`config.mk`:
```
export PLATFORM = sky130hd
export DESIGN_NAME = uart_decrypt_rx_buffer
export DESIGN_NICKNAME = d
export VERILOG_FILES = /design/src/rtl/uart_decrypt_rx_buffer.sv
export SDC_FILE = /design/constraint.sdc
export NUM_CORES = 1
export LEC_CHECK = 0
export CELL_PAD_IN_SITES_DETAIL_PLACEMENT = 0
export CELL_PAD_IN_SITES_GLOBAL_PLACEMENT = 1
export CORE_MARGIN = 2
export CORE_UTILIZATION = 48
export CTS_BUF_LIST = sky130_fd_sc_hd__clkbuf_16
export DETAILED_ROUTE_END_ITERATION = 8
export PLACE_DENSITY = 0.86
export SYNTH_ARGS = -nofsm -noshare
export SYNTH_HDL_FRONTEND = slang
export SYNTH_SLANG_ARGS = --single-unit
```
`constraint.sdc`:
```
create_clock -name clk -period 7.6 [get_ports clk]
set_clock_uncertainty 0.1 [all_clocks]
set_input_delay 0.76 -clock clk [delete_from_list [all_inputs] [get_ports clk]]
set_output_delay 0.76 -clock clk [all_outputs]
set_load 0.05 [all_outputs]
```
`src/rtl/uart_decrypt_rx_buffer.sv`:
```
// rtl/uart_decrypt_rx_buffer.sv - XOR-decrypting UART receive buffer with FWFT FIFO and error status
module uart_decrypt_rx_buffer #(
  parameter int DEPTH  = 4,
  parameter int ADDR_W = 2,
  parameter int ERR_W  = 8
) (
  input  logic              clk,
  input  logic              reset,
  input  logic [2:0]        BAUD_SELECT,
  input  logic [7:0]        RX_DATA,
  input  logic              RX_VALID,
  input  logic              RX_FERROR,
  input  logic              RX_PERROR,
  output logic [7:0]        DATA_OUT,
  output logic              DATA_VALID,
  input  logic              DATA_READY,
  output logic [ADDR_W:0]   FIFO_COUNT,
  output logic              OVERFLOW,
  output logic [ERR_W-1:0]  ERR_COUNT,
  input  logic              STATUS_CLR
);

  logic [7:0]        mem [DEPTH];
  logic [ADDR_W-1:0] wr_ptr;
  logic [ADDR_W-1:0] rd_ptr;
  logic [ADDR_W-1:0] rd_next;
  logic [ADDR_W:0]   count;
  logic [ADDR_W:0]   count_next;
  logic [7:0]        mask;
  logic [7:0]        wdata;
  logic [7:0]        head_next;
  logic              pop;
  logic              full;
  logic              err_evt;
  logic              push;
  logic              ovf_evt;

  // Key mask and per-cycle push/pop/drop decisions; errors outrank the full check
  always_comb begin
    mask       = {BAUD_SELECT[1:0], BAUD_SELECT, BAUD_SELECT};
    wdata      = RX_DATA ^ mask;
    full       = (count == (ADDR_W+1)'(DEPTH));
    pop        = (count != '0) && DATA_READY;
    err_evt    = RX_VALID && (RX_FERROR || RX_PERROR);
    push       = RX_VALID && !err_evt && (!full || pop);
    ovf_evt    = RX_VALID && !err_evt && full && !pop;
    rd_next    = pop ? rd_ptr + ADDR_W'(1) : rd_ptr;
    count_next = count;
    if (push && !pop) count_next = count + (ADDR_W+1)'(1);
    if (pop && !push) count_next = count - (ADDR_W+1)'(1);
    // The new byte becomes the head only when it is the sole entry after this edge
    head_next  = (push && (rd_next == wr_ptr)) ? wdata : mem[rd_next];
  end

  // Storage array; contents survive reset, only the pointers are cleared
  always_ff @(posedge clk) begin
    if (push) mem[wr_ptr] <= wdata;
  end

  // Pointers, occupancy and registered head byte (held while empty)
  always_ff @(posedge clk or posedge reset) begin
    if (reset) begin
      wr_ptr   <= '0;
      rd_ptr   <= '0;
      count    <= '0;
      DATA_OUT <= 8'h00;
    end else begin
      if (push) wr_ptr <= wr_ptr + ADDR_W'(1);
      rd_ptr <= rd_next;
      count  <= count_next;
      if (count_next != '0) DATA_OUT <= head_next;
    end
  end

  // Sticky overflow and saturating error counter; a same-cycle event beats the clear
  always_ff @(posedge clk or posedge reset) begin
    if (reset) begin
      OVERFLOW  <= 1'b0;
      ERR_COUNT <= '0;
    end else begin
      if (ovf_evt)         OVERFLOW <= 1'b1;
      else if (STATUS_CLR) OVERFLOW <= 1'b0;
      if (err_evt) begin
        if (STATUS_CLR)            ERR_COUNT <= ERR_W'(1);
        else if (ERR_COUNT != '1) ERR_COUNT <= ERR_COUNT + ERR_W'(1);
      end else if (STATUS_CLR) begin
        ERR_COUNT <= '0;
      end
    end
  end

  assign DATA_VALID = (count != '0);
  assign FIFO_COUNT = count;

endmodule

```
Word-level counts from Yosys, hierarchy flattened
Memories as Yosys holds them, arrays and structs flattened. A register that Yosys moved wholly into a read port is not among the register bits.
Index checks and enable logic that the tools add are counted.

operators by class
  add/subtract/negate cells = 5
  equality and inequality tests = 2
  multiplexer cells = 11
  bitwise logic cells = 1
  reduce and logical (&&, ||, !) cells = 20

operators by type and width
  kind                                                                count
  8-bit 2-to-1 mux                                                    4
  8-bit by 1-bit adder with 8-bit output, second input constant       1
  1-bit logical AND                                                   8
  8-bit != test, second input constant                                1
  8-bit XOR                                                           1
  3-bit 2-to-1 mux                                                    2
  2-bit nonzero test                                                  3
  3-bit nonzero test                                                  2
  2-bit by 1-bit adder with 2-bit output, second input constant       2
  1-bit logical NOT                                                   4
  1-bit 2-to-1 mux                                                    4
  3-bit by 1-bit adder with 3-bit output, second input constant       1
  3-bit equality test, second input constant                          1
  3-bit by 1-bit subtractor with 3-bit output, second input constant  1
  1-bit logical OR                                                    2
  2-bit 2-to-1 mux                                                    1
  2-bit AND reduction                                                 1

storage, ports and cells
  register bits = 16
  bits in writable memories = 32
  word-level logic and storage cells = 45
  memories = 1

memory list
  memory  depth  width  read ports  clocked after Yosys merged registers in  write ports  line  source
  mem     4      8      1           1                                        1            23    logic [7:0] mem [DEPTH];

Depth between registers and ports, before layout
Gate-level depths: netlist of run 1.

  depth after elaboration = 9
  mapped depth = 10

Worst setup path before layout of run 1
OpenSTA, ideal clock, no wires.

  kind = reg-to-reg
  from = register count[0], in the netlist FIFO_COUNT[0]
  to = register DATA_OUT[1] (read register of mem)
  data arrival time = 2776 ps
  required time = 7379 ps
  setup slack = 4603 ps
  stages on the path, launching flop included = 11
  buffers on the path = 1
  cells stage by stage = dfrtp_1 > inv_1 > ha_1 > nor2b_2 > inv_2 > a21oi_1 > or4_1 > a21boi_2 > buf_4 > a21oi_1 > a22o_2

between the ends
  cells in the longest elaborated chain, start to end = 8
  elaborated cells on any way between the ends = 16

ends and longest elaborated chain
  element                                                        line    source
  start: declaration                                             27      logic [ADDR_W:0] count;
  start signal: assignment                                       70      count <= count_next;
  3-bit nonzero test (*)                                         -
  named net DATA_VALID                                           15      output logic DATA_VALID,
  1-bit logical AND (*)                                          43      pop = (count != '0) && DATA_READY;
  1-bit logical OR                                               45      push = RX_VALID && !err_evt && (!full || pop);
  1-bit logical AND                                              45
  1-bit logical AND / 1-bit logical NOT (equally long branches)  49, 50
  3-bit 2-to-1 mux / 1-bit logical AND (equally long branches)   49, 50
  3-bit 2-to-1 mux                                               50      if (pop && !push) count_next = count - (ADDR_W+1)'(1);
  3-bit nonzero test                                             71      if (count_next != '0) DATA_OUT <= head_next;
  end: declaration                                               14      output logic [7:0] DATA_OUT,

The timed path passes the listed nets; every way through them passes the cells marked *.
A chain may end at the register's enable or synchronous reset.

Final worst setup path of run 1
  from = input RX_VALID
  to = register DATA_OUT[0] (read register of mem)

between the ends
  cells in the longest elaborated chain, start to end = 8
  elaborated cells on any way between the ends = 10

ends and longest elaborated chain
  element                                                        line    source
  start: declaration                                             11      input logic RX_VALID,
  1-bit logical AND                                              44      err_evt = RX_VALID && (RX_FERROR || RX_PERROR);
  1-bit logical NOT                                              45
  1-bit logical AND (*) (2 in series)                            45
  1-bit logical AND / 1-bit logical NOT (equally long branches)  49, 50
  3-bit 2-to-1 mux / 1-bit logical AND (equally long branches)   49, 50
  3-bit 2-to-1 mux (*)                                           50
  3-bit nonzero test (*)                                         71

Mark *: on every way between the ends. The rest lies on a longest branch, timed or not.

==> results by group, run 1 <==
Status
  – Status: completed

Place
  – Placed Instances: 363
  – Final HPWL DP: roughly 4.3 mm
  – I/O Buffers: 38
  – Gp weighted congestion: 0.7595
  – Dpl ws: 4.129 ns

Critical path
  – Crit path arrival time: approximately 3.3 ns
  – Worst-path maximum fanout: 16
  – Crit path kind: in -> reg
  – CP endpoint kind: register
  – Required time worst endpoint: 7.68 ns
  – Startpoint types: input port

Clock tree
  – Post-CTS Setup Inserts: 0
  – Clock Latency Late Sink: 0.28 ns
  – Clock buffer depth: 2
  – Htree depth: 2
  – CTS resizes: 0
  – CTS tree: done
  – Hold_buf cts: 0
  – TritonCTS Buffers: 5
  – Root buf cell: clkbuf_16
  – Sink Count: 56
  – CTS clock-pin slew for the worst setup and hold paths: approximately 0.070 ns

Yosys
  – Mapped Cells: between 200 and 300
  – Asr flop ratio synth: between 40% and 50%
  – Synth unique cells: 57
  – Synth Register Bits: 56
  – Avg Inst Size Synth: 11.55 um^2
  – Leading area contributor after synthesis: edfxtp_1
  – Top cell type's share of synthesized area: between 30% and 40%
  – Most frequent cell after synthesis: edfxtp_1
  – Primary FF master, synth: edfxtp_1
  – Post-synth top cells: edfxtp_1, dfrtp_1, inv_1
  – Ys Warns: 0
  – EDFF count, synth: 32
  – Sequential fraction of the synthesis area: 51.40%
  – Top area cells in the synthesized netlist: edfxtp_1, dfrtp_1, a211o_1
  – Mapped Area: 3038 um^2
  – Synth Net Count: slightly below 300

GRT
  – Gr usage total: a little under a fifth
  – GRT busiest layer: met1
  – Vias in the first global route: ~2,000
  – Gr ovfl total: 0
  – Initial antenna violation count: 0
  – Grt met2 use: 25.81%
  – Largest net degree at the start of global routing: 33
  – First-pass GRT wire length: ~10 mm
  – GR Util met1: between 30% and 40%
  – M3 GR Usage: approximately 3.4%

Cells and area
  – Diodes inserted: 0
  – Non-filler cells, final: about 370
  – Layout Area Growth over Synthesis: 18.00%
  – Layout cells sized above 1: ~9%
  – Total Nets Final: roughly 320

Die
  – Die ar.: 6981 um^2
  – Die width: ~84 um
  – # rows: 28
  – Core Area: roughly 6000 um^2
  – Ports: 39
  – Starting Density: ~50%
  – Die span in y: approximately 84 um

Timing
  – Minimum clock period: between 3 and 4 ns
  – Slew Viols, Final: 0
  – RSZ-0062 raised after global routing: false
  – Final Hold Fails: 0
  – Setup-failing EPs final: 0
  – Setup TNS: 0 ns
  – Final Cycle Share: 41.79%
  – Slew @ Worst Pin: between 0.9 and 1 ns
  – FMAX: about 310 MHz
  – WHS: approximately 0.41 ns
  – Worst slew margin: 36.58%
  – Worst setup slack after layout: about 4.4 ns

Pwr
  – Clk pwr share: ~17%
  – Logic pwr share: about 48%
  – Seq pwr share: between 30% and 40%
  – Switch share: roughly two fifths
  – Power per cell area: about 360 nW/um^2
  – Peak supply drop: around 0.24 mV
  – Sw Pwr: 0.5409 mW
  – Leakage: roughly 1.4 nW
  – Internal power: 0.7638 mW

Routing
  – Wire per inst: 16.75 um
  – Drt initial violations: 146
  – DR vias/cell: around 5.6
  – Remaining antenna violation count after routing: 0
  – Pre-Repair DR Iteration Count: 4
  – DRC violations left: 0
  – Routed WL: between 6 and 7 mm
  – Vias: slightly above 2,000

Job
  – Maxcap violations: 0

Hold path
  – HP Class: reg -> reg
[sequential cells by signal, summed over array words and instances (netlist names)]
signal      cells
ERR_COUNT       8
FIFO_COUNT      3
DATA_OUT        8
mem            32
wr_ptr          2
OVERFLOW        1
rd_ptr          2
[routing by layer]
metal,up-vias,share of wire [%]
met3,4,4.5
met1,976,52
li1,1035,-
met2,59,43
met5,-,0
met4,0,0.61
[power groups by stage]
stage          logic [mW]  clock network, mW  registers, mW
3_5_place_dp        0.628                  0          0.459
4_1_cts             0.631              0.227          0.454
6_report            0.629              0.222          0.454
2_1_floorplan       0.397                  0          0.528
5_1_grt             0.685              0.239          0.465
3_3_place_gp        0.620                  0          0.460
[logic make-up (layout without fill, tap and decap cells)]
logic type      Yosys count  after routing  synth area share, %
compound gates           70             70                18.29
mux                       9              9                3.007
simple gates             69             69                13.80
fa+ha+maj                 8              8                3.295
xor+xnor                 18             18                5.189
flops                    56             56                51.40
buf+inv                  33             66                5.025
[final timing paths]
path	from	end	slack, ns	cells after the start
max	RX_VALID	DATA_OUT[0]$_DFFE_PP0P_	4.42	6
min	DATA_OUT[0]$_DFFE_PP0P_	DATA_OUT[0]$_DFFE_PP0P_	0.41	1
max reg2reg	FIFO_COUNT[0]$_DFF_PP0_	DATA_OUT[0]$_DFFE_PP0P_	4.64	9
min reg2reg	DATA_OUT[0]$_DFFE_PP0P_	DATA_OUT[0]$_DFFE_PP0P_	0.41	1
max in group asynchronous	reset	rd_ptr[0]$_DFF_PP0_	5.93	2
min in group asynchronous	reset	DATA_OUT[1]$_DFFE_PP0P_	0.89	2
[through the flow]
step,power (mW),cell area (um^2),util [%]
2_1_floorplan,0.9249,3038,-
3_3_place_gp,1.080,3442,57.12
3_5_place_dp,1.087,3442,57.12
4_1_cts,1.311,3585,59.49
5_1_grt,1.390,3585,59.49
6_report,1.305,3585,59.49
[cells in the final DEF, fill, tap and decap left out, types with 7 or more instances in the layout]
cell	netlist	layout
clkdlybuf4s50_1	0	38
edfxtp_1	32	32
dfrtp_1	24	24
inv_1	17	18
a211oi_1	15	15
a211o_1	14	14
nand2_1	13	13
xnor2_1	13	13
a21oi_1	13	13
and3_1	10	10
nor3b_1	9	9
mux2i_1	8	8
nor2_1	8	8
ha_1	8	8
nor2b_1	7	7
[cell type report]
type                    instances  area, um^2
fillers                       505        2441
well taps                      75       93.84
inverters                      18       67.56
clock inverters                 3       17.52
clock buffers                   5       125.1
repair buffers                 40       395.4
flip-flops and latches         56        1562
multi-input cells             174        1324
[worst max-delay path, stage by stage]
cell	delay, ns
clkdlybuf4s50_1	0.49
or3b_1	0.51
a31oi_2	0.37
a21boi_2	0.70
a21oi_1	0.17
a22o_1	0.24
Power figures use the tool's default switching activity.
==> run 2, diff against run 1 <==
CORE_UTILIZATION = 40   (was 48)
PLACE_DENSITY = 0.76   (was 0.86)
clock period = 2.68 ns   (was 7.6 ns; I/O delays follow)
==> results by group, run 2 (synthesized netlist as in run 1, its figures left out) <==
Status
  – Status: completed

Critical path
  – Crit path kind: reg -> reg
  – Startpoint types: register
  – Critical Path, Cell by Cell: inv_1 -> ha_2 -> nor2b_2 -> inv_4 -> a31oi_4 -> or3b_4 -> a21oi_4 -> a21oi_1 -> a22o_2
  – Crit path arrival time: 2.60 ns (-0.66 ns)
  – Worst-path maximum fanout: 15 (-1)
  – Required time worst endpoint: 2.76 ns (-4.92 ns)
  – Critical path's largest stage delay: 0.40 ns (-0.30 ns)
  – CP endpoint kind: register
  – Top delay family on crit path: compound AO/OA/AOI/OAI gates
  – CP Buf/Inv Count: 2 (+1)
  – Slowest-stage cell, CP: dfrtp_2

Clock tree
  – Hold_buf cts: 0 (unchanged)
  – CTS clock-pin slew for the worst setup and hold paths: 0.07 ns (about the same)
  – Htree depth: 2 (unchanged)
  – Clock Latency Late Sink: 0.29 ns (about the same)
  – CTS tree: done
  – Clock buffer depth: 2 (unchanged)
  – Sink Count: 56 (unchanged)
  – Root buf cell: clkbuf_16
  – TritonCTS Buffers: 5 (unchanged)

Routing
  – Routed WL: 6.445 mm (+3.7%)
  – DR vias/cell: 5.244 (-6.2%)
  – DRC violations left: 0 (unchanged)
  – Vias: 2,150 (+3.7%)
  – Drt initial violations: 102 (-30%)
  – Pre-Repair DR Iteration Count: 4 (unchanged)
  – Remaining antenna violation count after routing: 0 (unchanged)
  – Wire per inst: 15.72 um (-6.2%)

Timing
  – Slew Viols, Final: 0 (unchanged)
  – Final Hold Fails: 0 (unchanged)
  – Setup-failing EPs final: 0 (unchanged)
  – Slew @ Worst Pin: 0.6892 ns (-0.2611 ns)
  – Worst setup slack after layout: 0.1565 ns (-4.267 ns)
  – Worst slew margin: 54.00% (+17 points)
  – Final Cycle Share: between 90% and 100%
  – Minimum clock period: about 2.5 ns
  – RSZ-0062 raised after global routing: false
  – FMAX: between 300 and 400 MHz
  – Setup TNS: 0 ns (unchanged)

Die
  – Die ar.: 8308 um^2 (+19%)
  – Die width: 91.15 um (+9.1%)
  – Die span in y: 91.15 um (+9.1%)
  – Ports: 39 (unchanged)
  – Starting Density: 41.66% (-8.8 points)
  – # rows: 31 (+11%)
  – Core Area: 7292 um^2 (+21%)

Cells and area
  – Fillers: 680 (+35%)
  – Register Area: 1564 um^2 (+0.16%)
  – Multi-input gate area: 1334 um^2 (+0.76%)
  – Top flop regs: mem: 32 flops, DATA_OUT: 8 flops, ERR_COUNT: 8 flops
  – Most frequent cells in the layout: clkdlybuf4s50_1, edfxtp_1, dfrtp_1
  – Post-layout util: 52.52% (-7.0 points)
  – Total Nets Final: 336 (+4.7%)
  – Non-filler cells, final: 410 (+11%)
  – Top reg by flops: mem
  – Max reg flops: 32 (unchanged)
  – Layout Area Growth over Synthesis: 26.07%
  – Layout cells sized above 1: 14.79% (+5.7 points)
  – Commonest non-fill, non-tap cell in the layout: clkdlybuf4s50_1
  – Diodes inserted: 0 (unchanged)

GRT
  – Gr ovfl total: 0 (unchanged)
  – Largest net degree at the start of global routing: 37 (+12%)
  – First-pass GRT wire length: 10.83 mm (+4.1%)
  – Vias in the first global route: 2,136 (+5.4%)
  – Initial antenna violation count: 0 (unchanged)
  – Gr usage total: 16.39% (-2.2 points)

Pwr
  – Peak supply drop: 0.5905 mV (+140%)
  – Leakage: 1.555 nW (+7.2%)
  – Power per cell area: 1025 nW/um^2 (+180%)

Place
  – Final HPWL DP: 4.435 mm (+2.6%)
  – Dpl ws: -0.03305 ns (-4.162 ns)
  – Placed Instances: 402 (+11%)
  – Gp weighted congestion: 0.7915 (+4.2%)
  – I/O Buffers: 38 (unchanged)

Job
  – Maxcap violations: 0 (unchanged)

Hold path
  – HP Class: in -> async
==> run 2: what timing repair did <==
action | in CTS | in global routing
setup buffers | 0 | 0
endpoints found under the setup margin | 0 | 7
resized for setup | 0 | 1
==> run 2: through the flow <==
| stage | power [mW] | cell area, um^2 | hold slack [ns] |
|---|---|---|---|
| 5_1_grt | 4.167 | 3830 | 0.3650 |
| 3_3_place_gp | 3.179 | 3655 | 0.3804 |
| 4_1_cts | 3.947 | 3822 | 0.3160 |
| 2_1_floorplan | 2.637 | 3049 | 0.1825 |
| 6_report | 3.926 | 3830 | 0.2814 |
| 3_5_place_dp | 3.194 | 3655 | 0.3827 |
==> run 2: worst paths after layout <==
path                                               from                       end  slack (ns)  depth (start not counted)
min in group clk                DATA_OUT[6]$_DFFE_PP0P_   DATA_OUT[6]$_DFFE_PP0P_        0.41                          2
worst max register to register  FIFO_COUNT[0]$_DFF_PP0_   DATA_OUT[2]$_DFFE_PP0P_        0.16                          9
max in group asynchronous                         reset  ERR_COUNT[5]$_DFFE_PP0P_        1.64                          3
worst max-delay path            FIFO_COUNT[0]$_DFF_PP0_   DATA_OUT[2]$_DFFE_PP0P_        0.16                          9
worst min-delay path                              reset   DATA_OUT[2]$_DFFE_PP0P_        0.28                          2
worst min register to register  DATA_OUT[6]$_DFFE_PP0P_   DATA_OUT[6]$_DFFE_PP0P_        0.41                          2
==> run 2: power breakdown <==
group / internal (mW) / switching, mW / leakage [nW] / total, mW
logic: 0.837 / 1.16 / 0.879 / 2.00
registers: 1.08 / 0.120 / 0.590 / 1.20
clock network: 0.441 / 0.286 / 0.0856 / 0.727
total: 2.36 / 1.57 / 1.55 / 3.93
==> run 2: layout make-up <==
class                      instances  share of cell area (%)
clock inverter                     3                   1.111
multi-input combinational        174                   34.83
inverter                          18                   1.829
clock buffer                       5                   3.267
sequential                        56                   40.84
timing repair buffer              55                   14.90
tap                               99                   3.234
==> run 2: layer usage <==
metal	global-route usage, %	wire [um]	part of all wire [%]	vias up
met3	2.573	251	3.9	2
met5	0	0	0	-
met4	3.788	30	0.47	0
met1	24.54	3310	51	1036
met2	25.00	2853	44	36
li1	-	-	-	1076
